File: src/rtl/network_pkg.sv
// Network-side types shared by packet-processing blocks.
package network_pkg;

    typedef struct packed {
        logic [31:0] src_ip;
        logic [31:0] dst_ip;
        logic [15:0] src_port;
        logic [15:0] dst_port;
        logic [7:0]  protocol;
    } packet_s;

    localparam int PACKET_W = $bits(packet_s);

endpackage

File: src/rtl/node_pkg.sv
// Node-level control types and constants for the classifier dispatcher.
package node_pkg;

    typedef enum logic [2:0] {
        IDLE,
        ISSUE,
        WAIT_DROP,
        WAIT_DONE,
        HOLD
    } dispatch_state_e;

    localparam logic [15:0] CYCLES_MAX = 16'hFFFF;
    // Latency count in the fourth cycle after issue; a classifier still ready then never dropped.
    localparam logic [15:0] NODROP_LIMIT = 16'd5;

endpackage

File: src/rtl/sync_fifo.sv
// Single-clock FIFO, power-of-two depth; status flags derive from the registered count.
module sync_fifo #(
    parameter int WIDTH = 8,
    parameter int DEPTH = 4
) (
    input  logic                     clk,
    input  logic                     reset,
    input  logic                     push,
    input  logic [WIDTH-1:0]         din,
    input  logic                     pop,
    output logic [WIDTH-1:0]         dout,
    output logic                     full,
    output logic                     empty,
    output logic [$clog2(DEPTH):0]   count
);

    localparam int AW = $clog2(DEPTH);
    localparam logic [AW:0] FULL_CNT = (AW + 1)'(DEPTH);

    logic [WIDTH-1:0] mem [DEPTH];
    logic [AW-1:0]    wr_ptr;
    logic [AW-1:0]    rd_ptr;
    logic             do_push;
    logic             do_pop;

    assign full    = (count == FULL_CNT);
    assign empty   = (count == '0);
    assign do_push = push && !full;
    assign do_pop  = pop && !empty;
    assign dout    = mem[rd_ptr];

    always_ff @(posedge clk) begin
        if (do_push) begin
            mem[wr_ptr] <= din;
        end
    end

    // Pointers are AW bits wide, so they wrap modulo DEPTH on their own.
    always_ff @(posedge clk) begin
        if (reset) begin
            wr_ptr <= '0;
            rd_ptr <= '0;
            count  <= '0;
        end else begin
            if (do_push) begin
                wr_ptr <= wr_ptr + AW'(1);
            end
            if (do_pop) begin
                rd_ptr <= rd_ptr + AW'(1);
            end
            unique case ({do_push, do_pop})
                2'b10:   count <= count + (AW + 1)'(1);
                2'b01:   count <= count - (AW + 1)'(1);
                default: count <= count;
            endcase
        end
    end

endmodule

File: src/rtl/classifier_dispatch.sv
// Queues tuples, issues them one at a time to an external classifier and returns
// the captured rule bounds with a sequence tag and the classify latency.
module classifier_dispatch
    import network_pkg::*;
    import node_pkg::*;
#(
    parameter int FIFO_DEPTH = 4,
    parameter int TAG_W      = 8
) (
    input  logic             clk,
    input  logic             reset,
    input  logic             in_valid,
    output logic             in_ready,
    input  packet_s          in_packet,
    output logic             cls_valid,
    output packet_s          cls_packet,
    input  logic             cls_ready,
    input  packet_s          cls_first,
    input  packet_s          cls_last,
    output logic             out_valid,
    input  logic             out_ready,
    output packet_s          out_first,
    output packet_s          out_last,
    output logic [TAG_W-1:0] out_tag,
    output logic [15:0]      out_cycles,
    output logic             err_nodrop
);

    localparam int ENTRY_W = PACKET_W + TAG_W;
    localparam int CNT_W   = $clog2(FIFO_DEPTH) + 1;

    function automatic logic [15:0] sat_inc(input logic [15:0] v);
        return (v == CYCLES_MAX) ? v : v + 16'd1;
    endfunction

    dispatch_state_e  state;
    dispatch_state_e  state_nx;

    logic [ENTRY_W-1:0] fifo_din;
    logic [ENTRY_W-1:0] fifo_dout;
    logic               fifo_push;
    logic               fifo_pop;
    logic               fifo_full;
    logic               fifo_empty;
    logic [CNT_W-1:0]   fifo_count;

    packet_s            head_pkt;
    logic [TAG_W-1:0]   head_tag;
    logic [TAG_W-1:0]   tag_cnt;
    logic [TAG_W-1:0]   issue_tag;
    logic [15:0]        lat_cnt;

    logic               load_issue;
    logic               capture;
    logic               nodrop_to;

    // The tag rides through the FIFO with its tuple so ordering is preserved by construction.
    assign in_ready  = !fifo_full;
    assign fifo_push = in_valid && in_ready;
    assign fifo_din  = {tag_cnt, in_packet};
    assign head_pkt  = fifo_dout[PACKET_W-1:0];
    assign head_tag  = fifo_dout[ENTRY_W-1 -: TAG_W];
    assign out_valid = (state == HOLD);

    sync_fifo #(
        .WIDTH (ENTRY_W),
        .DEPTH (FIFO_DEPTH)
    ) u_fifo (
        .clk   (clk),
        .reset (reset),
        .push  (fifo_push),
        .din   (fifo_din),
        .pop   (fifo_pop),
        .dout  (fifo_dout),
        .full  (fifo_full),
        .empty (fifo_empty),
        .count (fifo_count)
    );

    always_comb begin
        state_nx   = state;
        cls_valid  = 1'b0;
        fifo_pop   = 1'b0;
        load_issue = 1'b0;
        capture    = 1'b0;
        nodrop_to  = 1'b0;
        unique case (state)
            IDLE: begin
                if ((fifo_count != '0) && cls_ready) begin
                    state_nx   = ISSUE;
                    load_issue = 1'b1;
                end
            end
            // The pulse is gated by cls_ready so the classifier never sees valid while busy.
            ISSUE: begin
                if (fifo_empty) begin
                    state_nx = IDLE;
                end else if (cls_ready) begin
                    cls_valid = 1'b1;
                    fifo_pop  = 1'b1;
                    state_nx  = WAIT_DROP;
                end
            end
            WAIT_DROP: begin
                if (!cls_ready) begin
                    state_nx = WAIT_DONE;
                end else if (lat_cnt >= NODROP_LIMIT) begin
                    state_nx  = WAIT_DONE;
                    nodrop_to = 1'b1;
                end
            end
            WAIT_DONE: begin
                if (cls_ready) begin
                    capture  = 1'b1;
                    state_nx = HOLD;
                end
            end
            HOLD: begin
                if (out_ready) begin
                    state_nx = IDLE;
                end
            end
            default: state_nx = IDLE;
        endcase
    end

    // lat_cnt reads 1 during the issue cycle (implicitly) and 2 on the cycle after.
    always_ff @(posedge clk) begin
        if (reset) begin
            state      <= IDLE;
            tag_cnt    <= '0;
            cls_packet <= '0;
            issue_tag  <= '0;
            lat_cnt    <= '0;
            out_first  <= '0;
            out_last   <= '0;
            out_tag    <= '0;
            out_cycles <= '0;
            err_nodrop <= 1'b0;
        end else begin
            state <= state_nx;
            if (fifo_push) begin
                tag_cnt <= tag_cnt + TAG_W'(1);
            end
            if (load_issue) begin
                cls_packet <= head_pkt;
                issue_tag  <= head_tag;
            end
            if (cls_valid) begin
                lat_cnt <= 16'd2;
            end else if ((state == WAIT_DROP) || (state == WAIT_DONE)) begin
                lat_cnt <= sat_inc(lat_cnt);
            end
            if (nodrop_to) begin
                err_nodrop <= 1'b1;
            end
            if (capture) begin
                out_first  <= cls_first;
                out_last   <= cls_last;
                out_tag    <= issue_tag;
                out_cycles <= lat_cnt;
            end
        end
    end

endmodule

File: config.mk
export PLATFORM = sky130hd
export DESIGN_NAME = classifier_dispatch
export DESIGN_NICKNAME = d
export VERILOG_FILES = /design/src/rtl/network_pkg.sv /design/src/rtl/node_pkg.sv /design/src/rtl/sync_fifo.sv /design/src/rtl/classifier_dispatch.sv
export SDC_FILE = /design/constraint.sdc
export NUM_CORES = 1
export LEC_CHECK = 0
export ABC_AREA = 0
export BUFFER_PORTS_ARGS = -buffer_cell sky130_fd_sc_hd__buf_2
export CORE_MARGIN = 2
export CORE_UTILIZATION = 40
export DETAILED_ROUTE_END_ITERATION = 7
export GPL_ROUTABILITY_DRIVEN = 1
export PLACE_DENSITY = 0.66
export SETUP_SLACK_MARGIN = 0.05
export SLEW_MARGIN = 10
export SYNTH_ARGS = -nofsm -noshare
export SYNTH_HDL_FRONTEND = slang
export SYNTH_HIERARCHICAL = 1
export SYNTH_SLANG_ARGS = --single-unit
File: constraint.sdc
create_clock -name clk -period 6.4 [get_ports clk]
set_input_delay 0.64 -clock clk [delete_from_list [all_inputs] [get_ports clk]]
set_output_delay 0.64 -clock clk [all_outputs]
set_load 0.05 [all_outputs]
# Yosys cells after proc, flatten, opt, wreduce, memory -nomap -nowiden
# Memories as Yosys holds them, arrays and structs flattened. A register that Yosys moved wholly into a read port is not among the register bits.
# Index checks and enable logic that the tools add are counted.
# word_totals
n_memories	1
elab_cells	82
output_inout_bits	340
ff_bits	267
ram_bits	448
# memory_table
name	words	width	read_ports	rd_ports_with_merged_regs	write_ports	line	source
u_fifo.mem	4	112	1	1	1	sync_fifo.sv:20	logic [WIDTH-1:0] mem [DEPTH];
# classes
reduce_logical	16
addsub	6
eq_ne	14
n_bitwise	1
n_mux	23
order_cmp	1
# op_table
cell	n
two-way mux 3 bit	7
adder 16 x 1 -> 16 bit, second input constant	1
equality test 16 bit, second input constant	1
greater-or-equal comparator 16 x 3 -> 1 bit, second input constant	1
case mux 3 bit (5 select lines)	1
two-way mux 1 bit	11
adder 8 x 1 -> 8 bit, second input constant	1
equality test 3 x 2 -> 1 bit, second input constant	2
equality test 3 bit, second input constant	2
zero test 3 bit	2
two-way mux 2 bit	3
case mux 3 bit (2 select lines)	1
AND reduction 5 bit	1
adder 2 x 1 -> 2 bit, second input constant	2
logical AND 1 bit	4
!= test 2 x 1 -> 1 bit, second input constant	2
!= test 2 bit, second input constant	2
AND reduction 2 bit	2
nonzero test 2 bit	2
adder 3 x 1 -> 3 bit, second input constant	1
equality test 3 x 1 -> 1 bit, second input constant	1
!= test 3 x 2 -> 1 bit, second input constant	1
!= test 3 bit, second input constant	1
nonzero test 3 bit	1
other kinds (7)	8

# Depth between registers and ports, before layout
# logic_depth
depth_word	6
depth_mapped	12

# By module
# The synthesis kept the hierarchy.
# by_module_without_submodules
mod	n_inst	cells_per_inst	seq_area_each_um2	area_each_um2
sync_fifo	1	639	13633.1	16716.0
classifier_dispatch	1	1668	7447.1	13067.5

# Worst setup path after synthesis
# Ideal clock, no wire load.
# synth_path
kind	input -> register
startpoint	in in_valid
endpoint	mem u_fifo/mem[0][0] (netlist name) (enable)
setup_ns	0.484
setup_slack_ns	1.907
n_path_buf	1
t_arrival_ns	4.009
cell_stages	5
t_required_ns	5.916
cell_sequence	nor2b_1 > clkbuf_1 > inv_1 > nor2_1 > and2_1
# synth_via
elab_chain_cells	4
# synth_rtl
item	line	source
start: declaration	classifier_dispatch.sv:12	input logic in_valid,
logical AND 1 bit	classifier_dispatch.sv:59	assign fifo_push = in_valid && in_ready;
net fifo_push	classifier_dispatch.sv:41	logic fifo_push;
logical AND 1 bit	sync_fifo.sv:28	assign do_push = push && !full;
two-way mux 1 bit	sync_fifo.sv:33	if (do_push) begin
two-way mux 1 bit (implied by the code)	sync_fifo.sv:34	mem[wr_ptr] <= din;
end: declaration	sync_fifo.sv:20	
# The timed path passes the listed nets, and every way through them passes these cells.

# Worst setup path in the final report
# layout_path
startpoint	reg u_fifo.count[0]
endpoint	mem u_fifo/mem[3][96] (netlist name) (enable)
# layout_via
elab_chain_cells	6
# layout_rtl
item	line	source
start: declaration	sync_fifo.sv:14	output logic [$clog2(DEPTH):0] count
start signal: assignment	sync_fifo.sv:52	2'b10: count <= count + (AW + 1)'(1);
start signal: assignment	sync_fifo.sv:53	2'b01: count <= count - (AW + 1)'(1);
start signal: assignment	sync_fifo.sv:54	default: count <= count;
equality test 3 bit (*)	sync_fifo.sv:26	assign full = (count == FULL_CNT);
net fifo_full	classifier_dispatch.sv:43	logic fifo_full;
zero test 1 bit (*)	sync_fifo.sv:28, classifier_dispatch.sv:58	
logical AND 1 bit	classifier_dispatch.sv:59	
logical AND 1 bit (*)	sync_fifo.sv:28	
two-way mux 1 bit (*)	sync_fifo.sv:33	
two-way mux 1 bit (implied by the code) (*)	sync_fifo.sv:34	
# The timed path passes the listed nets; every way through them passes the cells marked *.

==> results.sh <==
export IMPL_syn_to_final_growth_pct=23.76
export IMPL_switchingPower_uw=2740
export IMPL_die_h_um=276.9
export IMPL_synth_edff_count=448
export IMPL_syn_cell_area_um2=29780
export IMPL_tritoncts="built"
export IMPL_ys_types=44
export IMPL_drt_pass1_iter_count=5
export IMPL_status="completed"
export IMPL_avgSynthCellArea_um2=12.91
export IMPL_clk_insertion_delay_late_ns=0.65
export IMPL_seqPwrFrac=0.492
export IMPL_cts_resized=0
export IMPL_gr_total_overflow=0
export IMPL_yosysMostFrequentCell="nand2_1"
export IMPL_netlist_area_leader_share=0.4517
export IMPL_fillers=6524
export IMPL_post_cts_buffers=0
export IMPL_ys_seq_elements=829
export IMPL_row_count=100
export IMPL_synth_nets=2634
export IMPL_path_max_fanout=47
export IMPL_core_area_um2=74070
export IMPL_final_setup_skew_ns=0.04209
export IMPL_slew_violations=0
export IMPL_relSlewSlack=0.2027
export IMPL_setup_viol=0
export IMPL_final_antenna_net_count=0
export IMPL_h_tree_depth=3
export IMPL_vias=20151
export IMPL_reg2reg_slack_ns=3.11
export IMPL_combPwrFrac=0.063
export IMPL_hpwl_mm=55.91
export IMPL_antenna_found_initial=32
export IMPL_fin_nets=3249
export IMPL_worstMarginPinSlew_ns=1.196
export IMPL_cp_cell_sequence="nor3b_1 > nor2b_1 > inv_1 > nor2_1 > and2_4 > buf_4"
export IMPL_hold_viol_final=0
export IMPL_p_leak_uw=0.01370
export IMPL_numPortBuffers=656
export IMPL_r2r_start="u_fifo/count[0]$_SDFFE_PP0P_"
export IMPL_grt_pass1_wl_mm=123.6
export IMPL_grt_pass1_vias=19807
export IMPL_worst_slack_ns=3.111
export IMPL_critPathCaptureType="flop"
export IMPL_rsz0062_at_grt="false"
export IMPL_synthArstFlopShare=0
export IMPL_p_clk_frac=0.445
export IMPL_post_place_ws_ns=2.822
export IMPL_wire_per_inst_um=21.03
export IMPL_root_buffer="clkbuf_16"
export IMPL_synthTopCellsByCount="697 x nand2_1, 448 x edfxtp_1, 381 x dfxtp_1, 362 x a21oi_1, 116 x clkbuf_1"
export IMPL_die_w_um=276.9
export IMPL_synth_area_leader_cell="edfxtp_1"
export IMPL_synth_ff_type="edfxtp_1"
export IMPL_synth_cells=2307
export IMPL_wl_mm=83.51
export IMPL_intPower_uw=9187
export IMPL_fmax_mhz=304.0
export IMPL_track_usage=0.2126
export IMPL_p_total_uw=11930
export IMPL_grt_max_degree=196
export IMPL_gp_congestion=0.8884
export IMPL_cp_required_ns=6.66
export IMPL_path_class="flop to flop"
export IMPL_pin_count=657
export IMPL_path_delay_family="simple AND/OR/NAND/NOR gates"
export IMPL_synth_area_leaders="edfxtp_1 45%, dfxtp_1 26%, nand2_1 8.8%, mux4_2 8.5%, a21oi_1 6.1%"
export IMPL_drive_gt1_frac=0.3133
export IMPL_path_buf_inv=2
export IMPL_r2r_end="u_fifo/mem[3][96]$_DFFE_PP_"
export IMPL_path_clk_slew_ns=0.07
export IMPL_ys_warnings_count=6
export IMPL_cts_buffers_inserted=86
export IMPL_netSwitchingFraction=0.2297
export IMPL_first_iter_violations=1310
export IMPL_cts_sinks=829
export IMPL_crit_slowest_cell="and2_4"
export IMPL_dieArea_um2=76660
export IMPL_arrival_ns=3.55
export IMPL_ys_seq_area_frac=0.7078
export IMPL_irDropWorstVdd_uv=307.5
export IMPL_drc=0
export IMPL_period_share=0.5139
export IMPL_hold_buffers=0
export IMPL_holdPathStages=1
export IMPL_holdPathEnd="u_fifo/mem[3][34]$_DFFE_PP_"
export IMPL_hold_slack_ns=0.2030
export IMPL_reg2reg_depth=6
export IMPL_power_density_nw_per_um2=323.6
export IMPL_cap_violations=0
export IMPL_fin_crit_ns=3.289
export IMPL_clockBufferDepth=3
export IMPL_start_util=0.4021
export IMPL_hp_start="in_packet[34]"
export IMPL_tns_ns=0
export IMPL_critPathMaxStageDelay_ns=0.72
export IMPL_hold_class="input port to flop"
export IMPL_via_per_inst=5.073
export IMPL_start_kind="flop"
cells by family after synthesis:
logic type | synth area share
buffers and inverters | 0.02722
XOR/XNOR | 0.003529
AO/OA/AOI/OAI | 0.06692
multiplexers | 0.08637
AND/OR/NAND/NOR | 0.1037
flip-flops | 0.7078
adder cells (fa/ha/maj) | 0.004453
registers in the layout (all words and copies together) (netlist names), 3 cells and up, named ones only:
signal and count:
out_first 104, out_last 104, u_fifo/mem 448, state 3
out_cycles 16, out_tag 8, issue_tag 8, cls_packet 104
lat_cnt 16, u_fifo/count 3, tag_cnt 8
cell usage in the layout, fill, tap and decap left out, drive strengths merged, types with 2 or more instances in the layout:
| cell type | n |
|---|---|
| nand2 | 697 |
| buf | 676 |
| edfxtp | 448 |
| dfxtp | 381 |
| a21oi | 362 |
| clkbuf | 113 |
| mux4 | 112 |
| nor2 | 25 |
| inv | 24 |
| clkinv | 22 |
| bufinv | 13 |
| o21ai | 11 |
| xor2 | 10 |
| diode | 9 |
| ha | 9 |
| nand4 | 8 |
| or3 | 8 |
| or4 | 7 |
| nand3 | 7 |
| clkinvlp | 7 |
| nor3 | 6 |
| mux2i | 5 |
| o31ai | 5 |
| and2 | 5 |
| and3 | 4 |
| nor2b | 3 |
| nand2b | 3 |
| o31a | 2 |
| nand3b | 2 |
| nor4 | 2 |
| o2111ai | 2 |
| xnor2 | 2 |
| and3b | 2 |
worst reg2reg max path, delay by kind of cell (launching register included):
family                 cells  cell delay [ns]
AND/OR/NAND/NOR            4             1.70
flip-flops                 1             0.44
buffers and inverters      2             0.73
through the flow:
stage | instance area [um2] | instances | util
2_1_floorplan | 29780 | 2307 | -
3_5_place_dp | 33790 | 3803 | 0.4562
6_report | 36860 | 3972 | 0.4977
5_1_grt | 36850 | 3968 | 0.4975
4_1_cts | 36840 | 3963 | 0.4973
3_3_place_gp | 33790 | 3803 | 0.4562
routing by layer:
layer | up-vias | global-route usage | routed length [um]
met2 | 725 | 0.3606 | 41150
li1 | 9406 | - | -
met3 | 233 | 0.05703 | 6037
met4 | 28 | 0.1203 | 5039
met1 | 9759 | 0.2436 | 31100
met5 | - | 0 | 191
worst max path at each step:
stage	to	depth (start not counted)	slack, ns	from
3_5_place_dp	u_fifo/mem[3][77]$_DFFE_PP_	6	2.82	in_valid
5_1_grt	u_fifo/mem[3][0]$_DFFE_PP_	6	2.76	u_fifo/count[0]$_SDFFE_PP0P_
3_3_place_gp	u_fifo/mem[3][77]$_DFFE_PP_	6	2.80	in_valid
6_report	u_fifo/mem[3][96]$_DFFE_PP_	6	3.11	u_fifo/count[0]$_SDFFE_PP0P_
4_1_cts	u_fifo/mem[3][109]$_DFFE_PP_	6	3.01	u_fifo/count[0]$_SDFFE_PP0P_
2_1_floorplan	u_fifo/mem[0][0]$_DFFE_PP_	5	1.91	in_valid
power groups by stage:
stage / logic (uW) / registers (uW) / clock network (uW)
after floorplan: 291 / 6150 / 0
after detailed placement: 764 / 5980 / 0
after global routing: 814 / 5880 / 5630
final: 753 / 5860 / 5310
after CTS: 766 / 5860 / 5440
after global placement: 759 / 5970 / 0
area by class of cell:
| class | instances | area, um2 | area share |
|---|---|---|---|
| tap | 969 | 1212 | 0.03289 |
| sequential | 829 | 21090 | 0.5721 |
| clock inverter | 47 | 681.9 | 0.01850 |
| timing repair buffer | 676 | 3493 | 0.09477 |
| inverter | 19 | 71.32 | 0.001935 |
| multi-input combinational | 1310 | 7929 | 0.2151 |
| antenna | 9 | 22.52 | 0.0006110 |
| clock buffer | 113 | 2364 | 0.06412 |
Power figures use the tool's default switching activity.
